<file path="src/rtl/arbiter.sv">
// Three-requester, fixed-priority, non-preemptive arbiter built as a Moore FSM.
// Priority for new grants: req[2] (g1) > req[1] (g2) > req[0] (g3).
module arbiter (
  input  logic       clk,
  input  logic       reset,
  input  logic [2:0] req,
  output logic       g1,
  output logic       g2,
  output logic       g3
);

  typedef enum logic [1:0] {
    IDLE = 2'd0,
    GNT1 = 2'd1,
    GNT2 = 2'd2,
    GNT3 = 2'd3
  } state_e;

  state_e stateQ;
  state_e stateD;
  state_e pickD;

  always_ff @(posedge clk) begin
    if (!reset) begin
      stateQ <= IDLE;
    end else begin
      stateQ <= stateD;
    end
  end

  // Highest-priority requester currently asking; IDLE when nobody is.
  always_comb begin
    pickD = IDLE;
    if (req[2]) begin
      pickD = GNT1;
    end else if (req[1]) begin
      pickD = GNT2;
    end else if (req[0]) begin
      pickD = GNT3;
    end
  end

  // The owner keeps the grant while its own request stays high; otherwise
  // re-arbitrate in the same cycle so there is no idle bubble.
  always_comb begin
    stateD = pickD;
    case (stateQ)
      GNT1:    if (req[2]) stateD = GNT1;
      GNT2:    if (req[1]) stateD = GNT2;
      GNT3:    if (req[0]) stateD = GNT3;
      default: stateD = pickD;
    endcase
  end

  assign g1 = (stateQ == GNT1);
  assign g2 = (stateQ == GNT2);
  assign g3 = (stateQ == GNT3);

endmodule

</file>
<file path="config.mk">
export PLATFORM = sky130hd
export DESIGN_NAME = arbiter
export DESIGN_NICKNAME = d
export VERILOG_FILES = /design/src/rtl/arbiter.sv
export SDC_FILE = /design/constraint.sdc
export NUM_CORES = 1
export LEC_CHECK = 0
export CAP_MARGIN = 20
export CORE_AREA = 2 2 39 41
export DETAILED_ROUTE_END_ITERATION = 12
export DIE_AREA = 0 0 41 43
export GPL_TIMING_DRIVEN = 0
export PLACE_DENSITY = 0.3
export SYNTH_ARGS = -nofsm -noshare
export SYNTH_HDL_FRONTEND = slang
export SYNTH_SLANG_ARGS = --single-unit
</file>
<file path="constraint.sdc">
create_clock -name clk -period 2 [get_ports clk]
set_input_delay 0.4 -clock clk [delete_from_list [all_inputs] [get_ports clk]]
set_output_delay 0.4 -clock clk [all_outputs]
set_load 0.03 [all_outputs]
</file>
## Yosys cells after proc, flatten, opt, wreduce, memory -nomap -nowiden

Index checks and enable logic that the tools add are counted.

| word-level totals | value |
|---|---|
| register bits after elaboration | 2 |
| bits of input ports | 5 |
| output and inout port bits | 3 |
| logic and storage cells | 11 |

| operators by class | value |
|---|---|
| eq/ne operators | 3 |
| muxes and demuxes | 7 |

Operator list:

| kind | count |
|---|---|
| $mux W2 | 6 |
| $pmux W2 S3 | 1 |
| $eq A2 B2 Y1 const B | 2 |
| $eq A2 B1 Y1 const B | 1 |

## Depth between registers and ports, before layout

| logic depth | value |
|---|---|
| depth in word-level cells | 5 |
| gate-level depth with buffers | 3 |
| mapped depth without buffers | 3 |

## Least setup slack after synthesis

OpenSTA, ideal clock, no wires.

| timing | value |
|---|---|
| kind | register to output |
| from | register stateQ[1] |
| to | output port g2 |
| data arrival time | 836 ps |
| required time | 1600 ps |
| slack | 764 ps |
| stages on the path, launching flop included | 2 |
| buffers on the path | 0 |
| path through | dfxtp_1 -> nor2b_1 |

| between the ends | value |
|---|---|
| word-level cells in the longest chain between the ends | 1 |

RTL lines:

| element | RTL line | text |
|---|---|---|
| start, declared | 19 | `state_e stateQ;` |
| start signal, assigned | 27 | `stateQ <= stateD;` |
| $eq A2 B2 Y1 | 56 | `assign g2 = (stateQ == GNT2);` |
| end, declared | 8 | `output logic g2,` |

Every way passes these cells.

## Final worst setup path

Ends and elaborated chain as after synthesis.

==> run_results.csv <==
group,metric,value,unit
run,maxCapViolations,0,
timing,final.setup.tns,0,ns
clock_network,htree_levels,1,
floorplan,ios,8,
yosys,synth_edf_count,0,
grt,grt_pass1_vias,161,
yosys,syn_nets,18,
worst_setup_path,cp-end-kind,"output pin",
power_and_ir_drop,peakVddDrop,0.220,mV
yosys,netlist_instances,13,
floorplan,start_util,8.05,%
timing,rsz0062_at_grt,"no",
clock_network,clock_path_buffers,2,
power_and_ir_drop,p_int,0.131,mW
timing,fmax,0.529,GHz
yosys,ys_seq_elements,2,
power_and_ir_drop,combPwrFrac,21.0,%
power_and_ir_drop,p_per_area,793,nW/um2
floorplan,rows,14,
routing,viasPerCell,3.36,
worst_hold_path,hp-class,"flip-flop to flip-flop",
yosys,synth_top_cell_by_area,"dfxtp_1",
floorplan,dieWidth,41,um
worst_setup_path,critPathRequiredTime,1.60,ns
routing,firstDrtPassIters,1,
floorplan,dieArea,1760,um2
grt,overflow,0,
clock_network,tritoncts,"built",
routing,ant_nets,0,
timing,finalCritPeriodShare,94.5,%
power_and_ir_drop,switching_share,26.5,%
final_layout,largestRegisters,"stateQ: 2 flops",
worst_setup_path,cp_max_fo,5,
grt,grt_pass1_wl,614,um
yosys,ys_warn_count,0,
clock_network,cts_made_buffers,3,
grt,antenna_found_initial,0,
worst_setup_path,r2r_end,"stateQ[0]",
final_layout,largest_reg_flops,2,
grt,grt_max_degree,6,
clock_network,cts_setup_buffers,0,
clock_network,clk_latency,0.23,ns
final_layout,fin_nets,30,
floorplan,die_height,43,um
worst_setup_path,r2r_cells,3,
final_layout,layout-drive-gt1-share,21.7,%
clock_network,cts_resized,0,
clock_network,clock_sinks,2,
power_and_ir_drop,power_frac_seq,26.5,%
yosys,yosys.cell_types.count,12,
final_layout,area_growth,101,%
grt,grt.total_usage,6.11,%
place,routabilityCongestion,0.574,
worst_setup_path,rrSetupSlack,1.13,ns
worst_setup_path,cp-startpoint,"stateQ[1]",
yosys,yosysMostFrequentCell,"dfxtp_1",
routing,drcViolationCount,0,
timing,relSlewSlack,79.3,%
worst_setup_path,path_class,"flip-flop to output pin",
timing,drv_slew,0,
power_and_ir_drop,clockPowerShare,52.5,%
clock_network,ctsHoldBuffers,0,
worst_hold_path,min_from,"stateQ[1]",
place,dp.cells,36,
clock_network,cts-root-buf,"clkbuf_4",
final_layout,fin_cells,39,
yosys,synth_top_cell_area_share,36.0,%
power_and_ir_drop,power.switching,0.0470,mW
final_layout,n_antenna_cell,0,
timing,tightestPinTransition,0.309,ns
routing,first_iter_violations,0,
worst_hold_path,whs_endpoint,"stateQ[1]",
worst_hold_path,whs_path_depth,2,
worst_setup_path,r2r-start,"stateQ[1]",
yosys,seq_area_frac_synth,36.0,%
floorplan,core_region_area,1380,um2
timing,hold_viol,0,
power_and_ir_drop,power.leakage,0.0875,nW
routing,routed_wirelength,312,um
final_layout,top_register,"stateQ",
yosys,synth_area_per_cell,8.57,um2
yosys,synth_area_leaders,"dfxtp_1 36%, mux2i_1 9.0%, and2b_2 7.9%",
place,io_buffers,7,
timing,fin_crit,1.89,ns
status,status,"completed",
routing,wl_per_cell,8.00,um
place,dpl.hpwl,223,um
yosys,async_reset_ff_share,0,%
timing,setup_viol,0,
clock_network,clk_pin_slew,0.03,ns
worst_setup_path,cp-start-kind,"flip-flop",
yosys,syn-cell-area,111,um2
worst_setup_path,cp.arrival,1.49,ns
routing,vias,131,
timing,finalClockSkew,0.00487,ns
yosys,ys.flop_type,"dfxtp_1",
logic make-up (layout without fill, tap and decap cells):
| group | after synthesis | after routing | share of synthesized area [%] |
|---|---|---|---|
| DFF | 2 | 2 | 36.0 |
| muxes | 1 | 1 | 8.99 |
| and+or+nand+nor | 6 | 6 | 32.6 |
| AOI/OAI and AO/OA | 3 | 3 | 19.1 |
| buffers and inverters | 1 | 11 | 3.37 |
per-layer routing:
metal / GRT usage (%) / wire length, um / share of wire (%)
met1: 5.43 / 151 / 48
met3: 4.71 / 27 / 8.7
met4: 8.00 / 0 / 0
met2: 7.19 / 133 / 43
met5: 0 / 0 / 0
power by group through the flow:
stage	clock (mW)	sequential (mW)	combinational [mW]
floorplan	0	0.0464	0.0191
global placement	0	0.0475	0.0373
detailed placement	0	0.0476	0.0374
CTS	0.0996	0.0471	0.0376
global route	0.104	0.0480	0.0408
finish	0.0932	0.0471	0.0373
layout make-up:
class                           count  area [um2]
Clock buffer                        3        22.5
Fill cell                         151        1160
Tap cell                           16        20.0
Inverter                            1        3.75
Multi-Input combinational cell     10        67.6
Sequential cell                     2        40.0
Timing Repair Buffer                7        70.1
cells in the final DEF, fill, tap and decap left out:
| cell | netlist | layout |
|---|---|---|
| clkdlybuf4s50_1 | 0 | 7 |
| clkbuf_4 | 0 | 3 |
| dfxtp_1 | 2 | 2 |
| and2b_2 | 1 | 1 |
| and2_2 | 1 | 1 |
| nor2b_1 | 1 | 1 |
| nand2b_1 | 1 | 1 |
| a21oi_1 | 1 | 1 |
| inv_1 | 1 | 1 |
| a211oi_1 | 1 | 1 |
| nor2_1 | 1 | 1 |
| mux2i_1 | 1 | 1 |
| nand2_1 | 1 | 1 |
| o32ai_1 | 1 | 1 |
per-stage QoR:
stage          hold slack, ns  power [mW]  instance area [um2]  worst slack, ns  util (%)
2_1_floorplan           0.459      0.0655                  111            0.764         -
4_1_cts                 0.515       0.184                  224           0.0961      16.2
5_1_grt                 0.545       0.193                  224           0.0315      16.2
6_report                0.512       0.178                  224            0.110      16.2
3_3_place_gp            0.504      0.0848                  201            0.306      14.6
3_5_place_dp            0.512      0.0850                  201            0.359      14.6
worst max-delay path, cell delays in order, from the launching register on:
cell             delay (ns)
dfxtp_1                0.37
nor2b_1                0.19
clkdlybuf4s50_1        0.70
worst max path at each step:
stage | to | slack [ns] | cells after the start
after CTS | g2 | 0.1 | 2
final | g2 | 0.11 | 2
after global routing | g2 | 0.03 | 2
after detailed placement | g2 | 0.36 | 2
after floorplan | g2 | 0.76 | 1
after global placement | g2 | 0.31 | 2
Note: power is estimated with default switching activity, not from simulation.
